<file path="src/rtl/ppi_pkg.sv">
// Shared definitions for the 8255 PPI host bus master: op codes, port addresses,
// FSM encoding and control-word encoders.
package ppi_pkg;

   typedef enum logic [1:0] {
      OP_WR_PORT  = 2'd0,
      OP_RD_PORT  = 2'd1,
      OP_MODE_SET = 2'd2,
      OP_BSR      = 2'd3
   } op_e;

   localparam logic [1:0] PORT_A = 2'b00;
   localparam logic [1:0] PORT_B = 2'b01;
   localparam logic [1:0] PORT_C = 2'b10;
   localparam logic [1:0] CTRL   = 2'b11;

   typedef enum logic [2:0] {
      ST_IDLE   = 3'd0,
      ST_SETUP  = 3'd1,
      ST_STROBE = 3'd2,
      ST_HOLD   = 3'd3,
      ST_RECOV  = 3'd4,
      ST_REJECT = 3'd5
   } state_e;

   // Mode-set words always carry the mode flag in D7.
   function automatic logic [7:0] mode_word(input logic [6:0] bits);
      return {1'b1, bits};
   endfunction

   // BSR words keep D7=0; D3..D1 select the port C bit, D0 is set/clear.
   function automatic logic [7:0] bsr_word(input logic [3:0] bits);
      return {4'b0000, bits[3:1], bits[0]};
   endfunction

endpackage

</file>
<file path="src/rtl/ppi_cycle_timer.sv">
// Loadable 4-bit down-counter with a zero flag; times every phase of a PPI bus cycle.
module ppi_cycle_timer (
   input  logic       clk,
   input  logic       reset,
   input  logic       load,
   input  logic [3:0] load_val,
   input  logic       dec,
   output logic       zero
);

   logic [3:0] cnt_q;
   logic [3:0] cnt_d;

   always_comb begin
      cnt_d = cnt_q;
      if (load) begin
         cnt_d = load_val;
      end else if (dec && (cnt_q != 4'd0)) begin
         cnt_d = cnt_q - 4'd1;
      end
   end

   always_ff @(posedge clk) begin
      if (reset) begin
         cnt_q <= 4'd0;
      end else begin
         cnt_q <= cnt_d;
      end
   end

   assign zero = (cnt_q == 4'd0);

endmodule

</file>
<file path="src/rtl/ppi_host_bus_master.sv">
// Host-side initiator for the 8255 PPI: turns single-cycle commands into timed,
// fully registered CS_n/RD_n/WR_n/A/D bus cycles, one transaction at a time.
module ppi_host_bus_master
   import ppi_pkg::*;
#(
   parameter int SETUP_CYC  = 2,
   parameter int STROBE_CYC = 3,
   parameter int HOLD_CYC   = 1,
   parameter int RECOV_CYC  = 2
) (
   input  logic       clk,
   input  logic       reset,
   input  logic       cmd_valid,
   output logic       cmd_ready,
   input  logic [1:0] cmd_op,
   input  logic [1:0] cmd_addr,
   input  logic [7:0] cmd_data,
   output logic       rsp_valid,
   output logic [7:0] rsp_data,
   output logic       rsp_err,
   output logic       cs_n,
   output logic       rd_n,
   output logic       wr_n,
   output logic [1:0] a,
   output logic [7:0] d_out,
   output logic       d_oe,
   input  logic [7:0] d_in
);

   localparam logic [3:0] SETUP_LD  = 4'(SETUP_CYC - 1);
   localparam logic [3:0] STROBE_LD = 4'(STROBE_CYC - 1);
   localparam logic [3:0] HOLD_LD   = 4'(HOLD_CYC - 1);
   localparam logic [3:0] RECOV_LD  = 4'(RECOV_CYC - 1);

   state_e     state_q, state_d;
   logic       rd_q, rd_d;
   logic [7:0] cap_q, cap_d;
   logic       cmd_ready_q, cmd_ready_d;
   logic       rsp_valid_q, rsp_valid_d;
   logic [7:0] rsp_data_q, rsp_data_d;
   logic       rsp_err_q, rsp_err_d;
   logic       cs_n_q, cs_n_d;
   logic       rd_n_q, rd_n_d;
   logic       wr_n_q, wr_n_d;
   logic [1:0] a_q, a_d;
   logic [7:0] d_out_q, d_out_d;
   logic       d_oe_q, d_oe_d;

   logic       tmr_load, tmr_dec, tmr_zero;
   logic [3:0] tmr_val;

   op_e        op_in;
   logic       port_op, bad_addr;
   logic [7:0] word;
   logic [1:0] addr_eff;

   ppi_cycle_timer u_timer (
      .clk      (clk),
      .reset    (reset),
      .load     (tmr_load),
      .load_val (tmr_val),
      .dec      (tmr_dec),
      .zero     (tmr_zero)
   );

   // Command decode: what would go onto the bus if this command were accepted now.
   always_comb begin
      op_in    = op_e'(cmd_op);
      port_op  = (op_in == OP_WR_PORT) || (op_in == OP_RD_PORT);
      bad_addr = port_op && (cmd_addr == CTRL);
      addr_eff = port_op ? cmd_addr : CTRL;
      case (op_in)
         OP_MODE_SET: word = mode_word(cmd_data[6:0]);
         OP_BSR:      word = bsr_word(cmd_data[3:0]);
         OP_WR_PORT:  word = cmd_data;
         default:     word = 8'h00;
      endcase
   end

   always_comb begin
      state_d     = state_q;
      rd_d        = rd_q;
      cap_d       = cap_q;
      rsp_valid_d = 1'b0;
      rsp_err_d   = 1'b0;
      rsp_data_d  = rsp_data_q;
      cs_n_d      = cs_n_q;
      rd_n_d      = rd_n_q;
      wr_n_d      = wr_n_q;
      a_d         = a_q;
      d_out_d     = d_out_q;
      d_oe_d      = d_oe_q;
      tmr_load    = 1'b0;
      tmr_val     = 4'd0;
      tmr_dec     = 1'b0;

      case (state_q)
         ST_IDLE: begin
            if (cmd_valid && cmd_ready_q) begin
               if (bad_addr) begin
                  state_d     = ST_REJECT;
                  rsp_valid_d = 1'b1;
                  rsp_err_d   = 1'b1;
                  rsp_data_d  = 8'h00;
               end else begin
                  state_d  = ST_SETUP;
                  rd_d     = (op_in == OP_RD_PORT);
                  cs_n_d   = 1'b0;
                  a_d      = addr_eff;
                  d_out_d  = word;
                  d_oe_d   = (op_in != OP_RD_PORT);
                  tmr_load = 1'b1;
                  tmr_val  = SETUP_LD;
               end
            end
         end
         ST_SETUP: begin
            if (tmr_zero) begin
               state_d  = ST_STROBE;
               rd_n_d   = !rd_q;
               wr_n_d   = rd_q;
               tmr_load = 1'b1;
               tmr_val  = STROBE_LD;
            end else begin
               tmr_dec = 1'b1;
            end
         end
         ST_STROBE: begin
            if (tmr_zero) begin
               state_d  = ST_HOLD;
               rd_n_d   = 1'b1;
               wr_n_d   = 1'b1;
               // This edge still sees rd_n low, so the PPI is driving valid data.
               if (rd_q) begin
                  cap_d = d_in;
               end
               tmr_load = 1'b1;
               tmr_val  = HOLD_LD;
            end else begin
               tmr_dec = 1'b1;
            end
         end
         ST_HOLD: begin
            if (tmr_zero) begin
               rsp_valid_d = 1'b1;
               rsp_data_d  = rd_q ? cap_q : 8'h00;
               cs_n_d      = 1'b1;
               d_oe_d      = 1'b0;
               if (RECOV_CYC == 0) begin
                  state_d = ST_IDLE;
               end else begin
                  state_d  = ST_RECOV;
                  tmr_load = 1'b1;
                  tmr_val  = RECOV_LD;
               end
            end else begin
               tmr_dec = 1'b1;
            end
         end
         ST_RECOV: begin
            if (tmr_zero) begin
               state_d = ST_IDLE;
            end else begin
               tmr_dec = 1'b1;
            end
         end
         default: begin
            state_d = ST_IDLE;
         end
      endcase

      cmd_ready_d = (state_d == ST_IDLE);
   end

   always_ff @(posedge clk) begin
      if (reset) begin
         state_q     <= ST_IDLE;
         rd_q        <= 1'b0;
         cap_q       <= 8'h00;
         cmd_ready_q <= 1'b0;
         rsp_valid_q <= 1'b0;
         rsp_data_q  <= 8'h00;
         rsp_err_q   <= 1'b0;
         cs_n_q      <= 1'b1;
         rd_n_q      <= 1'b1;
         wr_n_q      <= 1'b1;
         a_q         <= 2'b00;
         d_out_q     <= 8'h00;
         d_oe_q      <= 1'b0;
      end else begin
         state_q     <= state_d;
         rd_q        <= rd_d;
         cap_q       <= cap_d;
         cmd_ready_q <= cmd_ready_d;
         rsp_valid_q <= rsp_valid_d;
         rsp_data_q  <= rsp_data_d;
         rsp_err_q   <= rsp_err_d;
         cs_n_q      <= cs_n_d;
         rd_n_q      <= rd_n_d;
         wr_n_q      <= wr_n_d;
         a_q         <= a_d;
         d_out_q     <= d_out_d;
         d_oe_q      <= d_oe_d;
      end
   end

   assign cmd_ready = cmd_ready_q;
   assign rsp_valid = rsp_valid_q;
   assign rsp_data  = rsp_data_q;
   assign rsp_err   = rsp_err_q;
   assign cs_n      = cs_n_q;
   assign rd_n      = rd_n_q;
   assign wr_n      = wr_n_q;
   assign a         = a_q;
   assign d_out     = d_out_q;
   assign d_oe      = d_oe_q;

endmodule

</file>
<file path="config.mk">
export PLATFORM = sky130hd
export DESIGN_NAME = ppi_host_bus_master
export DESIGN_NICKNAME = d
export VERILOG_FILES = /design/src/rtl/ppi_pkg.sv /design/src/rtl/ppi_cycle_timer.sv /design/src/rtl/ppi_host_bus_master.sv
export SDC_FILE = /design/constraint.sdc
export NUM_CORES = 1
export LEC_CHECK = 0
export CAP_MARGIN = 20
export CORE_AREA = 3 3 69 71
export DETAILED_ROUTE_END_ITERATION = 8
export DIE_AREA = 0 0 72 74
export PLACE_DENSITY = 0.74
export SYNTH_ARGS = -nofsm -noshare
export SYNTH_HDL_FRONTEND = slang
export SYNTH_SLANG_ARGS = --single-unit
</file>
<file path="constraint.sdc">
create_clock -name clk -period 1.8 [get_ports clk]
set_input_delay 0.36 -clock clk [delete_from_list [all_inputs] [get_ports clk]]
set_output_delay 0.36 -clock clk [all_outputs]
set_load 0.01 [all_outputs]
</file>
# ---- Yosys cells after proc, flatten, opt, wreduce, memory -nomap -nowiden
# Cells that the tools add are included.
dict set report totals {
  register_bits 41
  elab_cells 95
}
dict set report classes {
  n_mux 42
  n_bitwise 2
  add_sub_neg 1
  n_reduce_logical 21
  eq_ne 15
}
# cell n
set ops {}
lappend ops {{8-bit two-way mux} 4}
lappend ops {{8-bit one-hot mux with 3 select lines} 1}
lappend ops {{1-bit two-way mux} 18}
lappend ops {{3-bit two-way mux} 6}
lappend ops {{8-bit one-hot mux with 2 select lines} 1}
lappend ops {{3-bit one-hot mux with 5 select lines} 1}
lappend ops {{2-bit != test (second input constant)} 6}
lappend ops {{1-bit one-hot mux with 2 select lines} 6}
lappend ops {{3-bit AND reduction} 3}
lappend ops {{4-bit two-way mux} 2}
lappend ops {{4-bit AND reduction} 2}
lappend ops {{2-bit == test (second input constant)} 3}
lappend ops {{3-bit by 2-bit == test with 1-bit output (second input constant)} 2}
lappend ops {{3-bit zero test} 2}
lappend ops {{2-bit one-hot mux with 3 select lines} 1}
lappend ops {{2-bit nonzero test} 3}
lappend ops {{4-bit zero test} 1}
lappend ops {{2-bit two-way mux} 2}
lappend ops {{4-bit nonzero test} 1}
lappend ops {{4-bit OR reduction} 1}
lappend ops {{4-bit by 1-bit subtractor with 4-bit output (second input constant)} 1}
lappend ops {{3-bit by 1-bit == test with 1-bit output (second input constant)} 1}
lappend ops {{3-bit == test (second input constant)} 1}
lappend ops {{1-bit logical AND} 3}
lappend ops {{8 further kinds} 9}

# ---- Depth between registers and ports, before layout
# Gate-level depths: netlist (run 1).
dict set report depth {
  depth_word 7
  depth_mapped 7
}

# ---- Cells and area by module
# A second synthesis (run 1) with hierarchy kept.
dict set report unflattened {
  hier_cells 229
  hier_area_um2 2004.4
}
# mod instances cells_each area_per_inst_um2
set modules_own_cells {}
lappend modules_own_cells {ppi_host_bus_master 1 200 1741.7}
lappend modules_own_cells {ppi_cycle_timer 1 29 262.8}

# ---- Least setup slack after synthesis (run 1)
# OpenSTA, ideal clock, no wires.
dict set report synth_timing {
  kind {register to register}
  from {reg u_timer.cnt_q[0]}
  to {reg cs_n_q (netlist: cs_n)}
  slack_ns 0.030
  path_buffers 1
  stages_incl_launch_ff 8
  arrival_time_ns 1.648
  setup_ns 0.122
  cell_sequence {dfxtp_1 inv_1 ha_1 or3b_1 buf_2 a2bb2oi_1 or2_1 a221o_1}
}
dict set report synth_between {
  elab_chain_cells 3
}
# item line_no
set synth_lines {}
lappend synth_lines {{start, declared} ppi_cycle_timer.sv:11} ;# logic [3:0] cnt_q;
lappend synth_lines {{start signal, assigned} ppi_cycle_timer.sv:27} ;# cnt_q <= cnt_d;
lappend synth_lines {{4-bit zero test} ppi_cycle_timer.sv:31} ;# assign zero = (cnt_q == 4'd0);
lappend synth_lines {{2-bit != test (no source line)} -}
lappend synth_lines {{4-bit AND reduction (no source line)} -}
lappend synth_lines {{end signal, assigned} ppi_host_bus_master.sv:198} ;# cs_n_q <= cs_n_d;
lappend synth_lines {{end, declared} ppi_host_bus_master.sv:42} ;# logic cs_n_q, cs_n_d;
# No other way between the ends.
# A chain may end at the register's enable or synchronous reset.

# ---- Worst setup path after layout (run 1)
# Ends and elaborated chain as after synthesis.

==> qor.yml, run 1 <==
status: "complete, no violations"
io_buffer_count: 47
wl_met2_mm: 2.17
wirelength_mm: 4.32
grt_pass1_wl_mm: 7.00
fin_nets: 287
die-area_um2: 5330
path_buf_inv: 1
area_growth_pct: 43.8
wl_met3_um: 187
drt-met1-wl_mm: 1.90
crit_fanout: 4
ys_top_cells_by_area: "dfxtp_1, mux2i_1, nand2_1"
clock_sinks: 41
cp_data_required_time_ns: 1.98
drtIter0Drc: 66
synth.top_cells.by_count: "dfxtp_1, nand2_1, nor2_1"
io_pins: 48
place_congestion: 0.809
clk_pin_slew_ns: 0.08
synth_edf_count: 0
p_leak_nw: 0.979
syn-num-nets: 223
synth_area_um2: 1800
finClkSkew_ns: 0.00754
yosysWarnings: 0
synth_seq_cells: 41
worstPathArrival_ns: 1.92
hold_path_class: "register to register"
htree_levels: 2
via_per_inst: 5.12
powerDensity_nw_per_um2: 1160
seq_area_frac_synth: 0.455
drive_gt1_frac: 0.175
stdcell_count: 315
dpl.hpwl_mm: 3.18
cts_root_buf: "clkbuf_8"
finalSetupViolCount: 0
worst-setup-path-type: "register to register"
crit_chain: "inv_2 -> ha_4 -> or3b_4 -> a2bb2oi_2 -> or2_1 -> a221o_1"
post_synth.cell_area_avg_um2: 9.06
hold_viol_final: 0
first_pass_iters: 4
seqCellArea_um2: 823
die_x_um: 72
overflow: 0
ant_nets: 0
core-area_um2: 4290
grt_pass1_vias: 1591
grt_use_total: 0.168
cts-buffers-inserted: 5
slowest_delay_ns: 0.40
yosysMostFrequentCell: "dfxtp_1"
peakVddDrop_v: 0.000567
multiInputGateArea_um2: 927
maxCapViolCount: 0
remaining_drc_errors: 0
dominantRegCellSynth: "dfxtp_1"
tritoncts: "done"
insertion_delay_ns: 0.29
routedWlPerCell_um: 13.7
maxSlewHeadroom: 0.744
placed_area_um2: 2460
placed_cells: 306
cp_slowest_cell: "or3b_4"
worst_setup_path_end_kind: "register"
rows: 24
antenna_found_initial: 0
fmax_ghz: 0.575
async_flop_share: 0
diodes: 0
route.vias.total: 1613
cts.path.max_buffers: 2
start_kind: "register"
final.period_utilization: 0.966
fillers: 392
max_slew.worst_pin.slew_ns: 0.383
synth_area_leader_cell: "dfxtp_1"
critPathTopFamily: "simple AND/OR/NAND/NOR gates"
min_period_ns: 1.74
ys_types: 41
fin_area_um2: 2590
setup_tns_ns: 0
synth_top_area_frac: 0.455
initial_utilization: 0.420
grt_start_max_net_pins: 24
top_layer: "met4"
finalPower_mw: 3.01
synthCells: 199
die-height_um: 74
drv_slew: 0
cell families (layout without fill, tap and decap cells):
kind of cell	after synthesis	in the layout	share of synthesized area
AOI/OAI and AO/OA	30	30	0.121
xor gates and xnor gates	3	3	0.0146
adders and majority gates	1	1	0.00694
buffers and inverters	18	82	0.0451
DFF	41	41	0.455
muxes	16	16	0.0888
and+or+nand+nor	90	90	0.269
repair_timing:
action	CTS	global route
resized for setup	3	6
hold buffers	0	0
setup buffers	0	2
setup endpoints to repair	2	2
report_power, final:
part           internal, mW  switching (mW)  total [mW]
combinational         0.687           0.563        1.25
sequential             1.02           0.140        1.16
clock                 0.303           0.293       0.596
worst paths after layout:
kind,startpoint,to,slack (ns),cells after the start
min reg2reg,d_out[6],d_out[6],0.45,2
min,d_out[6],d_out[6],0.45,2
max,u_timer.cnt_q[0],cs_n,0.06,6
max reg2reg,u_timer.cnt_q[0],cs_n,0.06,6
through the flow:
step | setup WS [ns] | hold WS (ns) | util
after detailed placement | -0.134 | 0.442 | 0.573
after CTS | 0.0189 | 0.453 | 0.597
final | 0.0619 | 0.451 | 0.604
after global routing | -0.00167 | 0.476 | 0.604
after global placement | -0.0869 | 0.441 | 0.573
after floorplan | 0.0304 | 0.434 | -
flip-flops by register name (all words and copies together) (netlist names), 2 cells and up:
name           flops
u_timer.cnt_q      4
a                  2
cap_q              8
d_out              8
rsp_data           8
state_q            3
worst reg2reg max path, cell delays in order (launching register included):
cell and delay, ns:
dfxtp_2 0.33, inv_2 0.06, ha_4 0.14, or3b_4 0.40, a2bb2oi_2 0.19, or2_1 0.23, a221o_1 0.29
area by class of cell:
cell class                 count  share of cell area
clock buffer                   6              0.0319
inverter                       5             0.00724
clock inverter                 1             0.00290
timing repair buffer          70               0.258
tap                           52              0.0251
multi-input combinational    140               0.358
sequential                    41               0.318
routing by layer:
layer  up-vias  GRT usage
met5         -          0
met4         0     0.0543
met3         4     0.0486
met2        33      0.292
met1       756      0.200
li1        820          -
layout by cell type, fill, tap and decap left out, types with 2 or more instances in the layout:
master,count
clkdlybuf4s50_1,47
dfxtp_1,39
nand2_1,24
buf_4,21
nor2_1,18
mux2i_1,16
a21oi_1,12
nor3_1,9
nand2b_1,8
nand3_1,7
clkbuf_8,6
nand3b_1,5
o21ai_0,4
inv_1,3
nand4_1,3
or2_2,3
xor2_1,3
a221oi_1,3
inv_2,2
and3_1,2
a31oi_1,2
or3_1,2
buf_12,2
dfxtp_2,2
No activity file was read; power rests on OpenSTA's default activity.
==> inputs of run 2 (changes only) <==
--- a/config.mk
+++ b/config.mk
@@ -5,7 +5,7 @@
 export SDC_FILE = /design/constraint.sdc
 export NUM_CORES = 1
 export LEC_CHECK = 0
-export CAP_MARGIN = 20
+export CAP_MARGIN = 40
 export CORE_AREA = 3 3 69 71
 export DETAILED_ROUTE_END_ITERATION = 8
 export DIE_AREA = 0 0 72 74
==> results of run 2 <==
Same layout as run 1: the final DEF is identical, and so are final timing and power.
